`src/rtl/abm_load_scheduler_if.sv`:
```
// Request and loader-side signals of the ABM load scheduler.
// A request transfers on a rising clk edge where req_valid and req_ready are both 1; req_addr must be stable while req_valid is high.
interface abm_load_scheduler_if;
  logic [63:0] req_addr;
  logic        req_valid;
  logic        req_ready;
  logic [63:0] pci_src_addr;
  logic        load;
  logic        load_wstrobe;
  logic        loader_idle;

  modport slave (
    input  req_addr, req_valid, loader_idle,
    output req_ready, pci_src_addr, load, load_wstrobe
  );

  modport master (
    output req_addr, req_valid, loader_idle,
    input  req_ready, pci_src_addr, load, load_wstrobe
  );
endinterface

```
`src/rtl/abm_load_scheduler.sv`:
```
// Queues host source addresses and sequences them into the ABM loader one at a time.
// Optional done watchdog: define ABM_SCHED_TIMEOUT_EN.
module abm_load_scheduler #(
  parameter int unsigned DEPTH          = 4,
  parameter int unsigned START_WAIT     = 16,
  parameter logic [31:0] TIMEOUT_CYCLES = 32'd250_000_000
) (
  input  logic                     clk,
  input  logic                     resetn,
  abm_load_scheduler_if.slave      bus,
  input  logic                     flush,
  input  logic                     err_clear,
  output logic                     busy,
  output logic [$clog2(DEPTH):0]   queue_count,
  output logic [31:0]              done_count,
  output logic                     done_pulse,
  output logic [2:0]               error,
  output logic [1:0]               state_dbg
);

  localparam int PW = $clog2(DEPTH);
  localparam int CW = PW + 1;
  localparam int SW = $clog2(START_WAIT + 1);

  typedef enum logic [1:0] {
    S_IDLE       = 2'd0,
    S_ISSUE      = 2'd1,
    S_WAIT_START = 2'd2,
    S_WAIT_DONE  = 2'd3
  } state_t;

  state_t          state, state_next;
  logic [63:0]     mem [DEPTH];
  logic [PW-1:0]   wr_ptr, rd_ptr;
  logic [SW-1:0]   sw_cnt;
  logic            ready_en;
  logic            push, push_keep, zero_drop;
  logic            pop, start_fail, done_evt, timeout_evt;
  logic [63:0]     addr_q;
  logic            load_q;

  assign state_dbg = state;

  // ready_en holds req_ready low until the first edge after reset release
  assign bus.req_ready    = ready_en & (queue_count < CW'(DEPTH)) & ~flush;
  assign push             = bus.req_valid & bus.req_ready;
  assign zero_drop        = push & (bus.req_addr == 64'd0);
  assign push_keep        = push & ~zero_drop;
  assign bus.pci_src_addr = addr_q;
  assign bus.load         = load_q;
  assign bus.load_wstrobe = load_q;

  always_ff @(posedge clk or negedge resetn) begin
    if (!resetn) state <= S_IDLE;
    else         state <= state_next;
  end

  always_comb begin
    state_next = state;
    unique case (state)
      S_IDLE:       if (queue_count != '0 && bus.loader_idle) state_next = S_ISSUE;
      S_ISSUE:      state_next = S_WAIT_START;
      S_WAIT_START: begin
        if (!bus.loader_idle)                    state_next = S_WAIT_DONE;
        else if (sw_cnt == SW'(START_WAIT - 1))  state_next = S_IDLE;
      end
      S_WAIT_DONE:  if (bus.loader_idle) state_next = S_IDLE;
      default:      state_next = S_IDLE;
    endcase
  end

  always_comb begin
    pop        = 1'b0;
    start_fail = 1'b0;
    done_evt   = 1'b0;
    case (state)
      S_IDLE:       pop        = (state_next == S_ISSUE);
      S_WAIT_START: start_fail = (state_next == S_IDLE);
      S_WAIT_DONE:  done_evt   = (state_next == S_IDLE);
      default:      ;
    endcase
  end

  always_ff @(posedge clk) begin
    if (push_keep) mem[wr_ptr] <= bus.req_addr;
  end

  // A flush equalises the pointers; a coinciding pop still captures the head below
  always_ff @(posedge clk or negedge resetn) begin
    if (!resetn) begin
      wr_ptr      <= '0;
      rd_ptr      <= '0;
      queue_count <= '0;
      ready_en    <= 1'b0;
    end else begin
      ready_en <= 1'b1;
      if (flush) begin
        rd_ptr      <= wr_ptr;
        queue_count <= '0;
      end else begin
        if (push_keep) wr_ptr <= wr_ptr + 1'b1;
        if (pop)       rd_ptr <= rd_ptr + 1'b1;
        queue_count <= queue_count + CW'(push_keep) - CW'(pop);
      end
    end
  end

  always_ff @(posedge clk or negedge resetn) begin
    if (!resetn) begin
      sw_cnt     <= '0;
      addr_q     <= '0;
      load_q     <= 1'b0;
      busy       <= 1'b0;
      done_pulse <= 1'b0;
      done_count <= '0;
      error      <= '0;
    end else begin
      sw_cnt     <= (state == S_WAIT_START) ? sw_cnt + 1'b1 : '0;
      if (pop) addr_q <= mem[rd_ptr];
      load_q     <= (state_next == S_ISSUE);
      busy       <= (state_next != S_IDLE);
      done_pulse <= done_evt;
      done_count <= done_count + 32'(done_evt);
      // Same-cycle error events win over err_clear
      error      <= (error & {3{~err_clear}}) | {timeout_evt, start_fail, zero_drop};
    end
  end

`ifdef ABM_SCHED_TIMEOUT_EN
  logic [31:0] wd_cnt;

  // Saturates at the limit so error[2] fires once per load
  always_ff @(posedge clk or negedge resetn) begin
    if (!resetn)                     wd_cnt <= '0;
    else if (state != S_WAIT_DONE)   wd_cnt <= '0;
    else if (wd_cnt != TIMEOUT_CYCLES) wd_cnt <= wd_cnt + 32'd1;
  end

  assign timeout_evt = (state == S_WAIT_DONE) && (wd_cnt == TIMEOUT_CYCLES - 32'd1);
`else
  assign timeout_evt = 1'b0;
`endif

endmodule

```
`src/flat_wrapper.sv`:
```
// flat-port wrapper written by rule: the top's interface ports become plain ports
module abm_load_scheduler_flat 
#(
  parameter int unsigned DEPTH          = 4,
  parameter int unsigned START_WAIT     = 16,
  parameter logic [31:0] TIMEOUT_CYCLES = 32'd250_000_000
)
  (clk, resetn, flush, err_clear, busy, queue_count, done_count, done_pulse, error, state_dbg, bus_req_addr, bus_req_valid, bus_loader_idle, bus_req_ready, bus_pci_src_addr, bus_load, bus_load_wstrobe);
  abm_load_scheduler_if bus_i ();
  input  logic clk;
  input  logic resetn;
  input  logic flush;
  input  logic err_clear;
  output logic busy;
  output logic [$clog2(DEPTH):0] queue_count;
  output logic [31:0] done_count;
  output logic done_pulse;
  output logic [2:0] error;
  output logic [1:0] state_dbg;
  input wire logic [$bits(bus_i.req_addr)-1:0] bus_req_addr;
  input wire logic [$bits(bus_i.req_valid)-1:0] bus_req_valid;
  input wire logic [$bits(bus_i.loader_idle)-1:0] bus_loader_idle;
  output wire logic [$bits(bus_i.req_ready)-1:0] bus_req_ready;
  output wire logic [$bits(bus_i.pci_src_addr)-1:0] bus_pci_src_addr;
  output wire logic [$bits(bus_i.load)-1:0] bus_load;
  output wire logic [$bits(bus_i.load_wstrobe)-1:0] bus_load_wstrobe;
  assign bus_i.req_addr = bus_req_addr;
  assign bus_i.req_valid = bus_req_valid;
  assign bus_i.loader_idle = bus_loader_idle;
  assign bus_req_ready = bus_i.req_ready;
  assign bus_pci_src_addr = bus_i.pci_src_addr;
  assign bus_load = bus_i.load;
  assign bus_load_wstrobe = bus_i.load_wstrobe;
  abm_load_scheduler #(.DEPTH(DEPTH), .START_WAIT(START_WAIT), .TIMEOUT_CYCLES(TIMEOUT_CYCLES)) u_core (.clk(clk), .resetn(resetn), .bus(bus_i), .flush(flush), .err_clear(err_clear), .busy(busy), .queue_count(queue_count), .done_count(done_count), .done_pulse(done_pulse), .error(error), .state_dbg(state_dbg));
endmodule
```
`config.mk`:
```
export PLATFORM = sky130hd
export DESIGN_NAME = abm_load_scheduler_flat
export DESIGN_NICKNAME = d
export VERILOG_FILES = /design/src/rtl/abm_load_scheduler_if.sv /design/src/rtl/abm_load_scheduler.sv /design/src/flat_wrapper.sv
export SDC_FILE = /design/constraint.sdc
export NUM_CORES = 1
export LEC_CHECK = 0
export CAP_MARGIN = 30
export CORE_MARGIN = 2
export CORE_UTILIZATION = 30
export CTS_BUF_LIST = sky130_fd_sc_hd__clkbuf_2
export DETAILED_ROUTE_END_ITERATION = 7
export RECOVER_POWER = 100
export SKIP_LAST_GASP = 1
export SLEW_MARGIN = 10
export SYNTH_ARGS = -nofsm -noshare
export SYNTH_HDL_FRONTEND = slang
export SYNTH_SLANG_ARGS = --single-unit
export TNS_END_PERCENT = 5
```
`constraint.sdc`:
```
create_clock -name clk -period 3.45 [get_ports clk]
set_input_delay 0.69 -clock clk [delete_from_list [all_inputs] [get_ports clk]]
set_output_delay 0.69 -clock clk [all_outputs]
set_load 0.005 [all_outputs]
```
==> results.md <==
- Vias in the first global route: 8109
- Failing checks: max-capacitance violations, max-slew violations
- Grt ovf: 0
- Largest net degree at the start of global routing: 68
- Die Span X: 220 µm
- Initial antenna violation count: 5
- Hpwl dp: ~20 mm
- Count leader, synth: edfxtp_1
- Worst Hold Endpoint: u_core.error[2]$_DFF_PN0_
- Critical path type: primary input to flop
- Post-synth ARST share: 0.314
- Post-Synthesis Cells: between 600 and 700
- CTS Hold Buffers Added: 3
- CTS tree: done
- Post-Synthesis Cell Area: 0.0140 mm²
- Prevailing post-synth register cell: edfxtp_1
- Post-Syn Area per Cell: 20.4 µm²
- Final Cycle Share: 0.905
- Worst R2R Setup Slack: 510 ps
- Initial Util: 0.303
- Area delta synth->final: 26.3%
- Clock slew at reported path FFs: roughly 80 ps
- Total of warnings raised by yosys: 0
- Synth Net Count: 768
- RSZ-0062 raised after global routing: false
- # fillers: 4345
- CP arrival: 3790 ps
- Clock sinks: around 370
- Status: complete, but fails checks
- Vias: ~7500
- Placed cell count: 1487
- Min-delay src: err_clear
- Post-DP Area: ~0.017 mm²
- Endpoints failing setup: 0
- Fin crit period: 3120 ps
- Area occupied by multi-input gates: around 0.0032 mm²
- Relative slew slack: -0.281
- CTS root buffer: clkbuf_2
- Synth Register Bits: 373
- Total Routed Length: 31.7 mm
- Initial drt markers: ~380
- Final hold vios: 0
- Min-Delay Path Class: primary input to flop
- Clock buffer depth: 3
- Synth top area share: 0.548
- CP Launch Type: primary input
- Tightest Pin Transition: 1920 ps
- Synth top area cells: edfxtp_1, dfrtp_1, mux4_2
- H-tree levels: 3
- Most frequent cells after synthesis: edfxtp_1, dfrtp_1, mux2_2, mux4_2, xnor2_1
- Post-synth EDFFs: 256
- Peak Freq: 320 MHz
- Worst setup EP type: flop
- Setup TNS: 0 ps
- Global Route Usage Sum: 0.135
- CTS buffer count: 99
- Crit Reg-Reg Endpoint: u_core.bus.pci_src_addr[30]$_DFFE_PN0P_
- Full die area: 0.0485 mm²
- Max VDD drop: between 300 and 400 µV
- Worst R2R Start: u_core.state_dbg[1]$_DFF_PN0_
- Die height: 220 µm
- Max Cap Viol: 2
- Post-route DRC: 0
- Setup repair bufs after CTS: 0
- PostCTS Resize Cnt: 0
- CP max FO: 14
- Leakage dissipation: 6.76 nW
- First-pass GRT wire length: between 40 and 50 mm
- Num ports: 179
- PD cells: 641 mW/mm²
- Detail Route Antenna Nets: 0
- Yosys cell types: 38
- Final Wtd Congestion: 0.703
- Non-filler cells, final: approximately 1700
- Pre-antenna DRT Iters: 4
- Avg WL per Cell: 18.9 µm
- Hold depth: 2
- Row cnt: between 70 and 80
- Area leader, netlist: edfxtp_1
- Core area: about 0.046 mm²
- Storage cell area: between 0.01 and 0.015 mm²
- Worst-skew pair later-pin latency: roughly 1100 ps
- Fraction of layout cells with a size suffix above 1: 0.310
- Count of input and output buffers: approximately 180
- Final design utilization: 0.382
- Final Skew: 73.4 ps
- Slew Limit Fails: 118
- Worst EP required: 4120 ps
- Via/cell ratio: 4.47
- Worst-case reg-to-reg path depth: 4
- Design Area, Final: 0.0177 mm²
- Total Nets Final: 1065
- Seq/Total Area, Yosys: 0.757
==> power breakdown <==
part	leakage (nW)	switching (W)	internal, W
logic	2.21	0.000932	0.00147
registers	3.84	0.000435	0.00537
clock network	0.716	0.00181	0.00134
total	6.76	0.00317	0.00818
==> worst max-delay path, stage by stage <==
cell	delay, ps
dlygate4sd3_1	600
nor4_1	480
clkbuf_1	230
nand4_1	220
nor4_1	360
buf_4	170
nor2_1	50
clkbuf_1	170
and2_0	410
clkbuf_2	410
==> how the worst max path moves through the flow <==
stage	startpoint	end	cells past startpoint
finish	bus_req_addr[24]	u_core.mem[1][62]$_DFFE_PP_	10
floorplan	flush	u_core.mem[0][0]$_DFFE_PP_	4
CTS	u_core.queue_count[2]$_DFF_PN0_	bus_req_ready	3
detailed placement	bus_req_addr[24]	u_core.queue_count[2]$_DFF_PN0_	13
global placement	bus_req_addr[25]	u_core.queue_count[2]$_DFF_PN0_	13
global route	u_core.queue_count[2]$_DFF_PN0_	bus_req_ready	3
==> per-stage QoR <==
stage / hold slack, ps / setup slack (ps) / total power (W)
finish: 276 / 326 / 0.0114
global route: 73.2 / 111 / 0.0121
CTS: 34.5 / 103 / 0.0119
detailed placement: 457 / -231 / 0.00862
global placement: 446 / -249 / 0.00857
floorplan: 394 / 786 / 0.00715
==> flip-flops by register name (all words and copies together) (netlist names) <==
register,count
u_core.error,3
u_core.done_count,32
u_core.sw_cnt,5
u_core.done_pulse,1
u_core.bus.load,1
u_core.busy,1
u_core.bus.pci_src_addr,64
u_core.rd_ptr,2
u_core.mem,256
u_core.wr_ptr,2
u_core.state_dbg,2
u_core.ready_en,1
u_core.queue_count,3
==> routing by layer <==
metal  GRT usage  part of all wire  vias up
li1            -                 -     3393
met1       0.161              0.41     3794
met2       0.223              0.50      220
met3      0.0463             0.061       77
met4      0.0544             0.028        4
met5           0           0.00076        -
==> logic make-up (layout without fill, tap and decap cells) <==
logic type / count (synthesis) / count (layout) / synth area share
mux: 129 / 129 / 0.155
simple gates: 95 / 95 / 0.0390
compound gates: 8 / 8 / 0.00384
fa+ha+maj: 11 / 11 / 0.0103
flops: 373 / 373 / 0.757
xor+xnor: 37 / 37 / 0.0231
buf+inv: 33 / 409 / 0.0114
other cells: 1 / 6 / 0.000267
==> placed cells by master, fill, tap and decap left out, types with 3 or more instances in the layout <==
cell	netlist	final
edfxtp_1	256	256
nand2_1	14	14
and4_1	4	4
and2_0	0	4
clkbuf_1	6	8
dfrtp_1	117	115
mux2_2	64	64
xnor2_1	27	27
buf_4	4	13
mux4_2	64	64
and3_1	6	6
o21ai_0	3	3
diode_2	0	5
xor2_1	10	10
buf_2	11	5
nor4_1	17	19
clkdlybuf4s50_1	0	5
clkinv_2	0	3
nand3_1	12	12
clkbuf_2	0	162
buf_12	0	6
dlygate4sd3_1	0	175
ha_1	10	10
clkinvlp_4	0	3
inv_1	10	10
nor2_1	13	15
nand4_1	12	12
clkinv_1	0	15
==> final cells by class <==
cell class	instances	area share
Antenna cell	5	0.000707
Inverter	10	0.00212
Clock inverter	25	0.00911
Sequential cell	373	0.600
Timing Repair Buffer	219	0.119
Multi-Input combinational cell	281	0.182
Clock buffer	155	0.0438
Tap cell	607	0.0429
(Power assumes the default switching activity.)
